**config.mk**
```make
export PLATFORM = sky130hd
export DESIGN_NAME = on_off_sequencer_flat
export DESIGN_NICKNAME = d
export VERILOG_FILES = /design/src/rtl/on_off_sequencer_if.sv /design/src/rtl/on_off_sequencer.sv /design/src/flat_wrapper.sv
export SDC_FILE = /design/constraint.sdc
export NUM_CORES = 1
export LEC_CHECK = 0
export ABC_AREA = 1
export CAP_MARGIN = 20
export CORE_MARGIN = 1.5
export CORE_UTILIZATION = 35
export CTS_CLUSTER_SIZE = 40
export DETAILED_ROUTE_END_ITERATION = 6
export PLACE_DENSITY = 0.62
export SYNTH_ARGS = -nofsm -noshare
export SYNTH_HDL_FRONTEND = slang
export SYNTH_SLANG_ARGS = --single-unit
export TNS_END_PERCENT = 1
```
**constraint.sdc**
```tcl
create_clock -name clk -period 5.1 [get_ports clk]
set_clock_uncertainty 0.2 [all_clocks]
set_input_delay 1.53 -clock clk [delete_from_list [all_inputs] [get_ports clk]]
set_output_delay 1.53 -clock clk [all_outputs]
set_load 0.02 [all_outputs]
```
**src/rtl/on_off_sequencer_if.sv**
```systemverilog
// rtl/on_off_sequencer_if.sv - Avalon-MM slave register bus for the on/off sequencer
interface on_off_sequencer_if;
    logic [1:0]  avs_s0_address;
    logic        avs_s0_read;
    logic        avs_s0_write;
    logic [31:0] avs_s0_readdata;
    logic [31:0] avs_s0_writedata;

    modport master (
        output avs_s0_address,
        output avs_s0_read,
        output avs_s0_write,
        output avs_s0_writedata,
        input  avs_s0_readdata
    );

    modport slave (
        input  avs_s0_address,
        input  avs_s0_read,
        input  avs_s0_write,
        input  avs_s0_writedata,
        output avs_s0_readdata
    );
endinterface

```
**src/rtl/on_off_sequencer.sv**
```systemverilog
// rtl/on_off_sequencer.sv - square-wave on/off enable sequencer with run/stop, trigger start and cycle limit
module on_off_sequencer #(
    parameter int CNT_W = 26,
    parameter int CYC_W = 16
) (
    input  logic                clk,
    input  logic                reset,
    on_off_sequencer_if.slave   avs,
    input  logic [CNT_W-1:0]    change_period,
    input  logic                trig_in,
    output logic                out_en,
    output logic                toggle_pulse,
    output logic                done_irq
);

    typedef enum logic [1:0] {
        S_IDLE  = 2'd0,
        S_ARMED = 2'd1,
        S_ON    = 2'd2,
        S_OFF   = 2'd3
    } state_t;

    state_t             state_q, state_d;
    logic               run_q, run_d;
    logic               ext_q, ext_d;
    logic [CYC_W-1:0]   cycles_q, cycles_d;
    logic [CYC_W-1:0]   completed_q, completed_d;
    logic               done_q, done_d;
    logic [CNT_W-1:0]   period_q, period_d;
    logic [CNT_W-1:0]   cnt_q, cnt_d;
    logic               trig_prev_q, trig_prev_d;
    logic               out_en_q, out_en_d;
    logic               toggle_q, toggle_d;

    logic ctrl_wr, cyc_wr, status_wr, stop, trig_edge, phase_end, start_on;

    always_comb begin
        ctrl_wr   = avs.avs_s0_write && (avs.avs_s0_address == 2'd0);
        cyc_wr    = avs.avs_s0_write && (avs.avs_s0_address == 2'd1);
        status_wr = avs.avs_s0_write && (avs.avs_s0_address == 2'd2);
        stop      = ctrl_wr && !avs.avs_s0_writedata[0];
        trig_edge = trig_in && !trig_prev_q;
        phase_end = (cnt_q == period_q - CNT_W'(1));
        start_on  = 1'b0;

        state_d     = state_q;
        run_d       = run_q;
        ext_d       = ext_q;
        cycles_d    = cycles_q;
        completed_d = completed_q;
        done_d      = done_q;
        period_d    = period_q;
        cnt_d       = cnt_q + CNT_W'(1);
        trig_prev_d = trig_in;

        if (cyc_wr)
            cycles_d = avs.avs_s0_writedata[CYC_W-1:0];
        if (status_wr && avs.avs_s0_writedata[2])
            done_d = 1'b0;
        if (ctrl_wr) begin
            ext_d = avs.avs_s0_writedata[1];
            if (state_q == S_IDLE) begin
                run_d = avs.avs_s0_writedata[0];
                if (avs.avs_s0_writedata[0]) begin
                    completed_d = '0;
                    done_d      = 1'b0;
                end
            end
        end

        if (stop) begin
            state_d = S_IDLE;
            run_d   = 1'b0;
            cnt_d   = '0;
        end else begin
            case (state_q)
                S_IDLE: begin
                    cnt_d = '0;
                    if (run_d) begin
                        if (ext_d) state_d = S_ARMED;
                        else       start_on = 1'b1;
                    end
                end
                S_ARMED: begin
                    cnt_d = '0;
                    if (trig_edge) start_on = 1'b1;
                end
                S_ON: begin
                    if (phase_end) begin
                        state_d = S_OFF;
                        cnt_d   = '0;
                    end
                end
                S_OFF: begin
                    if (phase_end) begin
                        completed_d = completed_q + CYC_W'(1);
                        if ((cycles_q != '0) && (completed_d == cycles_q)) begin
                            state_d = S_IDLE;
                            done_d  = 1'b1;
                            run_d   = 1'b0;
                            cnt_d   = '0;
                        end else begin
                            start_on = 1'b1;
                        end
                    end
                end
                default: state_d = S_IDLE;
            endcase

            // A zero period aborts the run; run is dropped so IDLE does not immediately restart it.
            if (start_on) begin
                period_d = change_period;
                cnt_d    = '0;
                if (change_period == '0) begin
                    state_d = S_IDLE;
                    run_d   = 1'b0;
                end else begin
                    state_d = S_ON;
                end
            end
        end

        out_en_d = (state_d == S_ON);
        toggle_d = (out_en_d != out_en_q);
    end

    always_ff @(posedge clk) begin
        if (reset) begin
            state_q     <= S_IDLE;
            run_q       <= 1'b0;
            ext_q       <= 1'b0;
            cycles_q    <= '0;
            completed_q <= '0;
            done_q      <= 1'b0;
            period_q    <= '0;
            cnt_q       <= '0;
            trig_prev_q <= 1'b0;
            out_en_q    <= 1'b0;
            toggle_q    <= 1'b0;
        end else begin
            state_q     <= state_d;
            run_q       <= run_d;
            ext_q       <= ext_d;
            cycles_q    <= cycles_d;
            completed_q <= completed_d;
            done_q      <= done_d;
            period_q    <= period_d;
            cnt_q       <= cnt_d;
            trig_prev_q <= trig_prev_d;
            out_en_q    <= out_en_d;
            toggle_q    <= toggle_d;
        end
    end

    always_comb begin
        avs.avs_s0_readdata = '0;
        if (avs.avs_s0_read) begin
            case (avs.avs_s0_address)
                2'd0: avs.avs_s0_readdata[1:0] = {ext_q, run_q};
                2'd1: avs.avs_s0_readdata[CYC_W-1:0] = cycles_q;
                2'd2: begin
                    avs.avs_s0_readdata[0]          = (state_q != S_IDLE);
                    avs.avs_s0_readdata[1]          = out_en_q;
                    avs.avs_s0_readdata[2]          = done_q;
                    avs.avs_s0_readdata[16 +: CYC_W] = completed_q;
                end
                default: avs.avs_s0_readdata = '0;
            endcase
        end
    end

    assign out_en       = out_en_q;
    assign toggle_pulse = toggle_q;
    assign done_irq     = done_q;

endmodule
```
**src/flat_wrapper.sv**
```systemverilog
// flat-port wrapper written by rule: the top's interface ports become plain ports
module on_off_sequencer_flat 
#(
    parameter int CNT_W = 26,
    parameter int CYC_W = 16
)
  (clk, reset, change_period, trig_in, out_en, toggle_pulse, done_irq, avs_avs_s0_address, avs_avs_s0_read, avs_avs_s0_write, avs_avs_s0_writedata, avs_avs_s0_readdata);
  on_off_sequencer_if avs_i ();
  input  logic clk;
  input  logic reset;
  input  logic [CNT_W-1:0] change_period;
  input  logic trig_in;
  output logic out_en;
  output logic toggle_pulse;
  output logic done_irq;
  input wire logic [$bits(avs_i.avs_s0_address)-1:0] avs_avs_s0_address;
  input wire logic [$bits(avs_i.avs_s0_read)-1:0] avs_avs_s0_read;
  input wire logic [$bits(avs_i.avs_s0_write)-1:0] avs_avs_s0_write;
  input wire logic [$bits(avs_i.avs_s0_writedata)-1:0] avs_avs_s0_writedata;
  output wire logic [$bits(avs_i.avs_s0_readdata)-1:0] avs_avs_s0_readdata;
  assign avs_i.avs_s0_address = avs_avs_s0_address;
  assign avs_i.avs_s0_read = avs_avs_s0_read;
  assign avs_i.avs_s0_write = avs_avs_s0_write;
  assign avs_i.avs_s0_writedata = avs_avs_s0_writedata;
  assign avs_avs_s0_readdata = avs_i.avs_s0_readdata;
  on_off_sequencer #(.CNT_W(CNT_W), .CYC_W(CYC_W)) u_core (.clk(clk), .reset(reset), .avs(avs_i), .change_period(change_period), .trig_in(trig_in), .out_en(out_en), .toggle_pulse(toggle_pulse), .done_irq(done_irq));
endmodule
```
Word level (Yosys, flattened, before mapping) --
Cells that the tools add are included.
Storage, ports and cells: output and inout bits 35, latch bits 0, memories 0, register bits 92, input port bits 65, memory bits (read-only) 0, RAM bits 0, logic and storage cells 89
Cells by class: magnitude comparators 0, reduce and logical (&&, ||, !) cells 18, bitwise gates (word level) 1, div/mod/pow operators 0, muxes and demuxes 47, multipliers 0, shift operators 0, $add $sub $neg 3, eq/ne operators 9
Operators with widths (number):
- $mux 16 | 7
- $mux 26 | 3
- $pmux 26 s3 | 1
- $mux 32 | 1
- $add 26x1->26 const B | 1
- $eq 26x26->1 | 1
- $logic_not 26->1 | 1
- $sub 26x1->26 const B | 1
- $mux 1 | 22
- $add 16x1->16 const B | 1
- $eq 16x16->1 | 1
- $mux 2 | 8
- $reduce_bool 16->1 | 1
- $mux 13 | 1
- $pmux 2 s3 | 2
- $eq 2x2->1 const B | 4
- $logic_and 1x1->1 | 7
- $eq 2x1->1 const B | 2
- $logic_not 2->1 | 2
- $reduce_or 2->1 | 2
- $pmux 1 s3 | 1
- $reduce_or 3->1 | 1
- $logic_not 1->1 | 2
- $pmux 1 s2 | 1
- 4 further kinds | 4

Logic depth before layout (Yosys ltp) --
Gate-level depths: netlist (run 1).
depth in word-level cells 11, gate-level depth with buffers 23, depth with buffers taken out 23

Worst setup path after synthesis (run 1) --
OpenSTA, ideal clock, no wires.
kind input to output, from in avs_avs_s0_address[0], to out avs_avs_s0_readdata[21], buffers on the path 1, arrival 2.622 ns, required time 3.370 ns, cell stages on the path 5, setup slack 0.748 ns, cells stage by stage inv_1 > ha_1 > inv_1 > clkbuf_1 > nor3_1
On the way: cells in the longest elaborated chain, start to end 3
RTL lines:
- start: declaration | line flat_wrapper.sv:16 | input wire logic [$bits(avs_i.avs_s0_address)-1:0] avs_avs_s0_address;
- $eq 2x2->1 | line on_off_sequencer.sv:158 | case (avs.avs_s0_address)
- $mux 16 | line on_off_sequencer.sv:158
- $mux 32 | line on_off_sequencer.sv:157 | if (avs.avs_s0_read) begin
- end: declaration | line flat_wrapper.sv:20 | output wire logic [$bits(avs_i.avs_s0_readdata)-1:0] avs_avs_s0_readdata;
No other way between the ends.

Worst setup path in the final report (run 1) --
from in avs_avs_s0_address[0], to out avs_avs_s0_readdata[2]
On the way: cells in the longest elaborated chain, start to end 3, elaborated cells between the ends (all ways) 4, classes of those cells eq/ne (2); mux (2)
RTL lines (line):
- $eq 2x2->1 / $eq 2x1->1 (equally long branches) | on_off_sequencer.sv:158
- $pmux 1 s2 (*) | on_off_sequencer.sv:158
- $mux 32 (*) | on_off_sequencer.sv:157
Mark *: on every way between the ends. The rest lies on a longest branch, timed or not.

==> flow_summary.toml, run 1 <==
[run_status]
status = "complete, no violations"

[final_layout]
most_common_cell_after_layout_fill_and_taps_aside = "sky130_fd_sc_hd__nand2_1"
layout-drive-gt1-share_pct = 7.266
final_standard_cell_area_without_fillers_sq_mm = 0.007815
fillCellCount = 1877
mostFrequentLayoutCells = "sky130_fd_sc_hd__nand2_1, sky130_fd_sc_hd__nor2_1, sky130_fd_sc_hd__inv_1"
nNetsFinal = 1168
antennaDiodeCount = 0
syn2layout_area_growth_pct = 22.11

[yosys]
postSynthCellCount = 1024
avgSynthCellArea_sq_um = 6.250
synth-async-reset-ratio_pct = 0
synth_seq_area_share_pct = 28.78
synth_flop_cell = "sky130_fd_sc_hd__dfxtp_1"
syn-num-nets = 1096
netlist.area_leader.share_pct = 28.78
synth_enable_flop_cells = 0
yosysWarnings = 0
synth_area_leader_cell = "sky130_fd_sc_hd__dfxtp_1"
netlist_area_sq_mm = 0.006400
synth_seq_cells = 92
yosys-top-cells-area = "sky130_fd_sc_hd__dfxtp_1, sky130_fd_sc_hd__nand2_1, sky130_fd_sc_hd__nor2_1"
yosysUniqueCellTypes = 45

[worst_setup_path]
crit_path_largest_cell_delay_ns = 0.62
timing.critical_path.required_ns = 3.37
critical_path.top_delay_family = "buffers and inverters"
worst_path_max_fanout = 3
timing.critical_path.cells = "clkdlybuf4s50_1 > inv_1 > ha_1 > nand2_1 > a21oi_1 > clkdlybuf4s50_1"
worst-path-buf-inv = 3
critical_path.endpoint_type = "primary output"
cp_slowest_cell = "sky130_fd_sc_hd__clkdlybuf4s50_1"
criticalPathCategory = "in2out"
worst_ep_arrival_time_ns = 3.22
worst_setup_path_start_kind = "primary input"
timing.critical_path.from = "avs_avs_s0_address[0]"
crit-reg2reg-launch = "u_core.completed_q[0]$_SDFF_PP0_"
timing.critical_path.mode_cell = "sky130_fd_sc_hd__clkdlybuf4s50_1"

[worst_hold_path]
holdCritStartpoint = "u_core.period_q[1]$_SDFFE_PP0P_"
hp-class = "reg2reg"

[cts]
cts_num_sinks = 92
tritoncts_clock_tree = "yes"
root_buffer = "sky130_fd_sc_hd__clkbuf_16"
cts.repair.resized = 0
insertion_delay_ns = 0.36
h-tree-depth = 3
post-cts-setup-buffer-count = 0
postCtsHoldBufs = 0
numCtsBuffers = 9
clk_pin_slew_worst_paths_ns = 0.07
maximum_clock_insertion_buffer_count = 2

[global_route]
largest_net_degree_at_the_start_of_global_routing = 51
globalRouteTotalUtil_pct = 20.05
grt_pass1_wl_mm = 31.13
global_route.overflow_total = 0
grt_pass1_vias = 6385
grt.busiest_layer = "met2"
grt.met2_usage_pct = 33.18
global_route.usage.met3_pct = 3.568
antenna_found_initial = 0
globalRouteMet1Util_pct = 25.91

[timing]
final_hold_viol_count = 0
finalCritPeriodShare_pct = 96.99
slew-limit-headroom_pct = 40.58
achievable-frequency_mhz = 202.2
grt_setup_unrepaired = "false"
fin_setup_tns_ns = 0
final-max-slew-violation-count = 0
tightest_slew_ns = 0.8892
layout_min_cycle_time_ns = 4.947
final-setup-viol-count = 0

[routing]
vias_per_cell = 5.002
routed_wirelength_mm = 18.78
dr.first_iter.drc_count = 449
routedWlPerCell_um = 14.12
postRouteAntennaNets = 0
drt_first_pass_iters = 5
routed-via-count = 6652
post-route-drc-count = 0

[floorplanning]
design.die.area_sq_mm = 0.01911
core_region_area_sq_mm = 0.01796
die_x_um = 138.2
placement_rows = 49
initial_core_util_pct = 35.63
die_y_um = 138.2
io-pin-count = 100

[placed_design]
place.gp.congestion = 0.9091
io_buffers = 83
placed_cell_area_sq_mm = 0.007443
hpwlAfterDp_mm = 14.88

[run]
drv.max_cap_violation_count = 0

[power_and_ir_drop]
lkg_pwr_nw = 3.726
pwr_cell_area_mw_per_mm2 = 272.1
ir_worst_vdd_uv = 169.5
-- cells in the mapped netlist (2+ instances only) --
master and n:
sky130_fd_sc_hd__a21oi_1 44, sky130_fd_sc_hd__a31oi_1 2, sky130_fd_sc_hd__a32oi_1 2, sky130_fd_sc_hd__buf_1 2, sky130_fd_sc_hd__buf_2 6, sky130_fd_sc_hd__buf_6 3, sky130_fd_sc_hd__clkbuf_1 20, sky130_fd_sc_hd__clkinv_1 3
sky130_fd_sc_hd__dfxtp_1 92, sky130_fd_sc_hd__ha_1 7, sky130_fd_sc_hd__inv_1 115, sky130_fd_sc_hd__inv_2 4, sky130_fd_sc_hd__nand2_1 238, sky130_fd_sc_hd__nand2_2 9, sky130_fd_sc_hd__nand2_4 3, sky130_fd_sc_hd__nand3_1 84
sky130_fd_sc_hd__nand3_2 4, sky130_fd_sc_hd__nand3b_1 6, sky130_fd_sc_hd__nand4_1 21, sky130_fd_sc_hd__nor2_1 143, sky130_fd_sc_hd__nor2_2 16, sky130_fd_sc_hd__nor2_4 7, sky130_fd_sc_hd__nor3_1 51, sky130_fd_sc_hd__nor3_2 4
sky130_fd_sc_hd__nor4_1 13, sky130_fd_sc_hd__o211ai_1 4, sky130_fd_sc_hd__o21ai_0 47, sky130_fd_sc_hd__o21ai_1 16, sky130_fd_sc_hd__o21bai_1 2, sky130_fd_sc_hd__o221ai_1 2, sky130_fd_sc_hd__xnor2_1 13, sky130_fd_sc_hd__xnor3_1 2
sky130_fd_sc_hd__xor2_1 27
-- path summary, 6_finish.rpt --
kind	depth (start not counted)	endpoint	slack (ns)
setup / recovery	6	avs_avs_s0_readdata[2]	0.15
hold / removal	2	u_core.period_q[1]$_SDFFE_PP0P_	0.30
setup reg to reg	16	u_core.period_q[15]$_SDFFE_PP0P_	1.57
hold reg to reg	2	u_core.period_q[1]$_SDFFE_PP0P_	0.30
-- flip-flops by register name, indices dropped and copies added (netlist names) --
register             cells
u_core.cycles_q         16
u_core.ext_q             1
u_core.completed_q      16
u_core.toggle_pulse      1
u_core.state_q           2
u_core.done_irq          1
u_core.cnt_q            26
u_core.out_en            1
u_core.run_q             1
u_core.trig_prev_q       1
u_core.period_q         26
-- report_power, final --
group | switching (mW) | total, mW | internal (mW)
logic | 0.416 | 0.652 | 0.237
clock network | 0.312 | 0.695 | 0.384
registers | 0.0320 | 0.778 | 0.746
-- layout make-up --
type                            instances  area (sq um)  share of cell area, %
Sequential cell                        92          1842                  23.57
Clock inverter                          7         73.82                 0.9446
Tap cell                              229         286.5                  3.666
Multi-Input combinational cell        776          3923                  50.19
Clock buffer                            9         225.2                  2.882
Inverter                              123         466.7                  5.972
Timing Repair Buffer                   94         998.5                  12.78
-- per-layer routing --
layer	up-vias	wire [um]
met1	2979	8836
li1	3474	-
met5	-	0
met3	33	842
met4	0	478
met2	166	8622
-- cell families after synthesis --
logic type               count (synthesis)  share of synthesized area (%)
XOR/XNOR                                42                          6.178
AO/OA/AOI/OAI                          123                          10.34
adder cells (fa/ha/maj)                  7                          1.368
multiplexers                             1                         0.1564
flip-flops                              92                          28.78
AND/OR/NAND/NOR                        603                          43.25
buffers and inverters                  156                          9.931
-- tightest hold or removal path, cell delays in order (launching register included) --
cell                      delay [ns]
sky130_fd_sc_hd__dfxtp_1        0.32
sky130_fd_sc_hd__inv_1          0.08
sky130_fd_sc_hd__a21oi_1        0.06
-- metrics by stage --
stage	utilization (%)	instances	setup WS [ns]	total power, mW	hold WS (ns)
global placement	41.44	1314	0.01837	1.438	0.2878
detailed placement	41.44	1314	0.003864	1.445	0.2997
CTS	43.10	1330	0.001042	2.141	0.3087
finish	43.50	1330	0.1533	2.126	0.3015
global route	43.50	1330	0.06217	2.250	0.3498
floorplan	-	1024	0.7483	1.268	0.2576
Note: power is estimated with default switching activity, not from simulation.
==> inputs of run 2 (changes only) <==
- CORE_ASPECT_RATIO: unset -> 1.1
- SKIP_LAST_GASP: unset -> 1
==> flow_summary.toml, run 2 (synthesis gave the netlist of run 1 again) <==
[cts]
maximum_clock_insertion_buffer_count = 2
numCtsBuffers = 9
insertion_delay_ns = 0.35
postCtsHoldBufs = 0
tritoncts_clock_tree = "yes"
h-tree-depth = 3
post-cts-setup-buffer-count = 0
cts.repair.resized = 0
clk_pin_slew_worst_paths_ns = 0.06
root_buffer = "sky130_fd_sc_hd__clkbuf_16"
cts_num_sinks = 92

[routing]
route.layer.met1.wl_mm = 7.939
routed-wl-met3_um = 607
routed_wirelength_mm = 18.53
routedWlPerCell_um = 13.83
routed-via-count = 6547
dr.first_iter.drc_count = 290
drt_first_pass_iters = 5
top_layer_used = "met4"
postRouteAntennaNets = 0
post-route-drc-count = 0
met2_wl_post_dr_mm = 9.470
vias_per_cell = 4.886

[worst_setup_path]
worst-path-buf-inv = 5
worst_r2r_endpoint = "u_core.period_q[22]$_SDFFE_PP0P_"
timing.reg2reg.worst_path_depth = 16
timing.critical_path.required_ns = 3.37
crit-reg2reg-launch = "u_core.completed_q[0]$_SDFF_PP0_"
critical_path.top_delay_family = "buffers and inverters"
cp_slowest_cell = "sky130_fd_sc_hd__clkdlybuf4s50_1"
worst_setup_path_start_kind = "primary input"
register_to_register_setup_slack_ns = 1.71
timing.critical_path.cells = "clkdlybuf4s50_1 > inv_1 > ha_1 > inv_1 > buf_4 > nor3_1 > clkdlybuf4s50_1"
crit_path_largest_cell_delay_ns = 0.64
worst_ep_arrival_time_ns = 3.34
worst_path_max_fanout = 13
criticalPathCategory = "in2out"
critical_path.endpoint_type = "primary output"

[timing]
final-max-slew-violation-count = 0
grt_setup_unrepaired = "true"
layout_min_cycle_time_ns = 5.070
tightest_slew_ns = 0.9163
final_hold_viol_count = 0
fin_setup_tns_ns = 0
achievable-frequency_mhz = 197.2
finalCritPeriodShare_pct = 99.42
slew-limit-headroom_pct = 38.77
final-setup-viol-count = 0
final.setup.worst_slack_ns = 0.02982

[power_and_ir_drop]
pwr_cell_area_mw_per_mm2 = 270.5
lkg_pwr_nw = 3.203
ir_worst_vdd_uv = 192.7

[global_route]
grt_pass1_vias = 6181
antenna_found_initial = 0
global_route.overflow_total = 0
grt_pass1_wl_mm = 30.53
globalRouteTotalUtil_pct = 20.10
largest_net_degree_at_the_start_of_global_routing = 33

[floorplanning]
initial_core_util_pct = 35.95
core_region_area_sq_mm = 0.01780
die_y_um = 144.8
design.die.area_sq_mm = 0.01911
die_x_um = 131.9
placement_rows = 51
io-pin-count = 100

[worst_hold_path]
holdCritStartpoint = "u_core.period_q[24]$_SDFFE_PP0P_"
hp-class = "reg2reg"
holdPathEnd = "u_core.period_q[24]$_SDFFE_PP0P_"
worst_hold_path_stage_count = 2

[final_layout]
layout-drive-gt1-share_pct = 7.169
nNetsFinal = 1169
layout_top_registers = "u_core.cnt_q: 26 flops, u_core.period_q: 26 flops"
syn2layout_area_growth_pct = 21.09
antennaDiodeCount = 0
most_common_cell_after_layout_fill_and_taps_aside = "sky130_fd_sc_hd__nand2_1"
mostFrequentLayoutCells = "sky130_fd_sc_hd__nand2_1, sky130_fd_sc_hd__nor2_1, sky130_fd_sc_hd__inv_1"
fin_cells = 1340

[placed_design]
worst_setup_timing_slack_at_the_placement_stage_ns = 0.02551
hpwlAfterDp_mm = 14.89
place.gp.congestion = 0.9277
io_buffers = 83
post-place-cells = 1324

[run_status]
status = "complete, no violations"

[run]
drv.max_cap_violation_count = 0
## run 2: changes by cell type in the layout (fill, tap and decap cells not counted), sizes merged
cell,change
clkbuf,+2
dlymetal6s2s,-28
clkdlybuf4s50,+28
clkinv,+1
buf,+1
inv,-3
## run 2: how the worst max path moves through the flow
| stage | cells past startpoint | startpoint | slack (ns) | end |
|---|---|---|---|---|
| floorplan | 5 | avs_avs_s0_address[0] | 0.75 | avs_avs_s0_readdata[21] |
| global placement | 8 | avs_avs_s0_address[0] | 0.05 | avs_avs_s0_readdata[0] |
| detailed placement | 7 | avs_avs_s0_address[1] | 0.03 | avs_avs_s0_readdata[13] |
| CTS | 7 | avs_avs_s0_address[1] | 0.009 | avs_avs_s0_readdata[13] |
| global route | 7 | avs_avs_s0_address[0] | -0.08 | avs_avs_s0_readdata[25] |
| finish | 7 | avs_avs_s0_address[1] | 0.03 | avs_avs_s0_readdata[13] |
## run 2: metrics by stage
stage | hold WS [ns] | util, % | power [mW] | area (sq um)
global route | 0.3065 | 43.53 | 2.236 | 7750
floorplan | 0.2576 | - | 1.268 | 6400
finish | 0.2930 | 43.53 | 2.096 | 7750
detailed placement | 0.2842 | 41.91 | 1.445 | 7462
CTS | 0.2920 | 43.52 | 2.113 | 7747
global placement | 0.2817 | 41.91 | 1.440 | 7462
## run 2: per-layer routing
| metal | global-route usage [%] | vias up |
|---|---|---|
| li1 | - | 3463 |
| met1 | 23.13 | 2901 |
| met2 | 37.75 | 147 |
| met3 | 2.403 | 36 |
| met4 | 8.480 | 0 |
| met5 | 0 | - |
## run 2: area by class of cell
type / count / area [sq um]
timing repair buffer: 95 / 935.9
multi-input combinational: 776 / 3923
fill: 1907 / 10050
sequential: 92 / 1842
inverter: 123 / 466.7
clock inverter: 5 / 52.55
tap: 238 / 297.8
clock buffer: 11 / 232.7
## run 2: worst register-to-register path: cells and delay by family, from the launching register on
family	cells	cell delay, ns
buffers and inverters	1	0.30
DFF	1	0.49
adders and majority gates	1	0.23
and+or+nand+nor	12	1.89
AOI/OAI and AO/OA	2	0.22
## run 2: power by group
part	internal [mW]	total, mW	switching, mW	leakage (nW)
registers	0.747	0.778	0.0314	0.746
logic	0.237	0.651	0.414	2.32
clock network	0.378	0.668	0.290	0.139
total	1.36	2.10	0.735	3.20
==> inputs of run 3 (changes only) <==
- CORE_UTILIZATION: 35 -> 32
- PLACE_DENSITY: 0.62 -> 0.58
==> flow_summary.toml, run 3 (synthesis gave the netlist of run 1 again) <==
[final_layout]
layout_top_registers = "u_core.cnt_q: 26 flops, u_core.period_q: 26 flops"
nNetsFinal = 1169
syn2layout_area_growth_pct = 21.43
finalCoreUtilization_pct = 39.39
most_common_cell_after_layout_fill_and_taps_aside = "sky130_fd_sc_hd__nand2_1"
layout-drive-gt1-share_pct = 7.175
mostFrequentLayoutCells = "sky130_fd_sc_hd__nand2_1, sky130_fd_sc_hd__nor2_1, sky130_fd_sc_hd__inv_1"
antennaDiodeCount = 0

[cts]
h-tree-depth = 3
tritoncts_clock_tree = "yes"
root_buffer = "sky130_fd_sc_hd__clkbuf_16"
post-cts-setup-buffer-count = 0
numCtsBuffers = 9
insertion_delay_ns = 0.36
clk_pin_slew_worst_paths_ns = 0.06
postCtsHoldBufs = 0
maximum_clock_insertion_buffer_count = 2
cts_num_sinks = 92

[run_status]
status = "finished, violations left"
violations = "negative setup slack"

[routing]
route.layer.met1.wl_mm = 8.406
vias_per_cell = 4.877
post-route-drc-count = 0
postRouteAntennaNets = 0
met2_wl_post_dr_mm = 9.661
routed-wl-met3_um = 729
routed-via-count = 6598
top_layer_used = "met4"
routed_wirelength_mm = 19.23
dr.first_iter.drc_count = 365
routedWlPerCell_um = 14.21
drt_first_pass_iters = 5

[global_route]
grt_pass1_vias = 6264
globalRouteTotalUtil_pct = 19.47
grt_pass1_wl_mm = 31.42
global_route.overflow_total = 0
largest_net_degree_at_the_start_of_global_routing = 50
antenna_found_initial = 0

[timing]
finalCritPeriodShare_pct = 100.8
layout_min_cycle_time_ns = 5.138
final.hold.worst_slack_ns = 0.2922
final-setup-viol-count = 6
slew-limit-headroom_pct = 40.42
tightest_slew_ns = 0.8915
final_hold_viol_count = 0
final.setup.worst_slack_ns = -0.03850
grt_setup_unrepaired = "true"
final-max-slew-violation-count = 0
achievable-frequency_mhz = 194.6

[floorplanning]
die_x_um = 137.8
core_region_area_sq_mm = 0.01973
io-pin-count = 100
placement_rows = 54
initial_core_util_pct = 32.44
die_y_um = 151.3
design.die.area_sq_mm = 0.02086

[worst_setup_path]
crit_path_largest_cell_delay_ns = 0.64
worst_ep_arrival_time_ns = 3.41
timing.critical_path.required_ns = 3.37
worst-path-buf-inv = 5
critical_path.top_delay_family = "buffers and inverters"
critical_path.endpoint_type = "primary output"
timing.critical_path.cells = "clkdlybuf4s50_1 > inv_1 > ha_1 > inv_1 > buf_4 > nor3_1 > clkdlybuf4s50_1"
worst_setup_path_start_kind = "primary input"
worst_path_max_fanout = 14
cp_slowest_cell = "sky130_fd_sc_hd__clkdlybuf4s50_1"
criticalPathCategory = "in2out"

[power_and_ir_drop]
ir_worst_vdd_uv = 170.5
pwr_cell_area_mw_per_mm2 = 274.0
lkg_pwr_nw = 3.207

[run]
drv.max_cap_violation_count = 0

[worst_hold_path]
hp-class = "reg2reg"

[placed_design]
hpwlAfterDp_mm = 15.39
io_buffers = 83
place.gp.congestion = 0.9217
run 3: power breakdown:
group	switching (mW)	total (mW)	internal [mW]
combinational	0.416	0.652	0.236
sequential	0.0311	0.778	0.746
clock	0.294	0.700	0.405
run 3: what timing repair did:
item / 4_1_cts / 5_1_grt
endpoints found under the setup margin: 14 / 28
gates resized for setup: 1 / 1
endpoints found under the hold margin: 0 / 0
run 3: path summary, 6_finish.rpt:
check | startpoint | to | slack (ns) | depth (start not counted)
max | avs_avs_s0_address[0] | avs_avs_s0_readdata[20] | -0.04 | 7
min | u_core.period_q[24]$_SDFFE_PP0P_ | u_core.period_q[24]$_SDFFE_PP0P_ | 0.29 | 2
max reg2reg | u_core.completed_q[0]$_SDFF_PP0_ | u_core.period_q[7]$_SDFFE_PP0P_ | 1.65 | 16
min reg2reg | u_core.period_q[24]$_SDFFE_PP0P_ | u_core.period_q[24]$_SDFFE_PP0P_ | 0.29 | 2
run 3: tightest hold or removal path, cell delays in order, from the launching register on:
cell and delay, ns:
sky130_fd_sc_hd__dfxtp_1 0.32, sky130_fd_sc_hd__inv_1 0.07, sky130_fd_sc_hd__a21oi_1 0.06
run 3: through the flow:
stage               cells  setup WS, ns  instance area, sq um  total power [mW]  TNS (ns)
floorplan            1024        0.7483                  6400             1.268         0
global placement     1338      0.004248                  7467             1.442         0
detailed placement   1338      -0.02848                  7467             1.448  -0.07319
CTS                  1353      -0.05000                  7769             2.149   -0.2648
global route         1353       -0.1471                  7771             2.261    -2.307
finish               1353      -0.03850                  7771             2.129   -0.1220
run 3: cell type report:
cell class / instances / area, sq um
clock buffers: 12 / 256.5
clock inverters: 3 / 46.29
fillers: 2141 / 11960
inverters: 123 / 466.7
multi-input cells: 776 / 3923
flip-flops and latches: 92 / 1842
well taps: 252 / 315.3
repair buffers: 95 / 922.1
run 3: per-layer routing:
layer  up-vias  global-route usage (%)
li1       3461                       -
met1      2966                   23.12
met2       140                   35.50
met3        31                   2.945
met4         0                   6.354
met5         -                       0
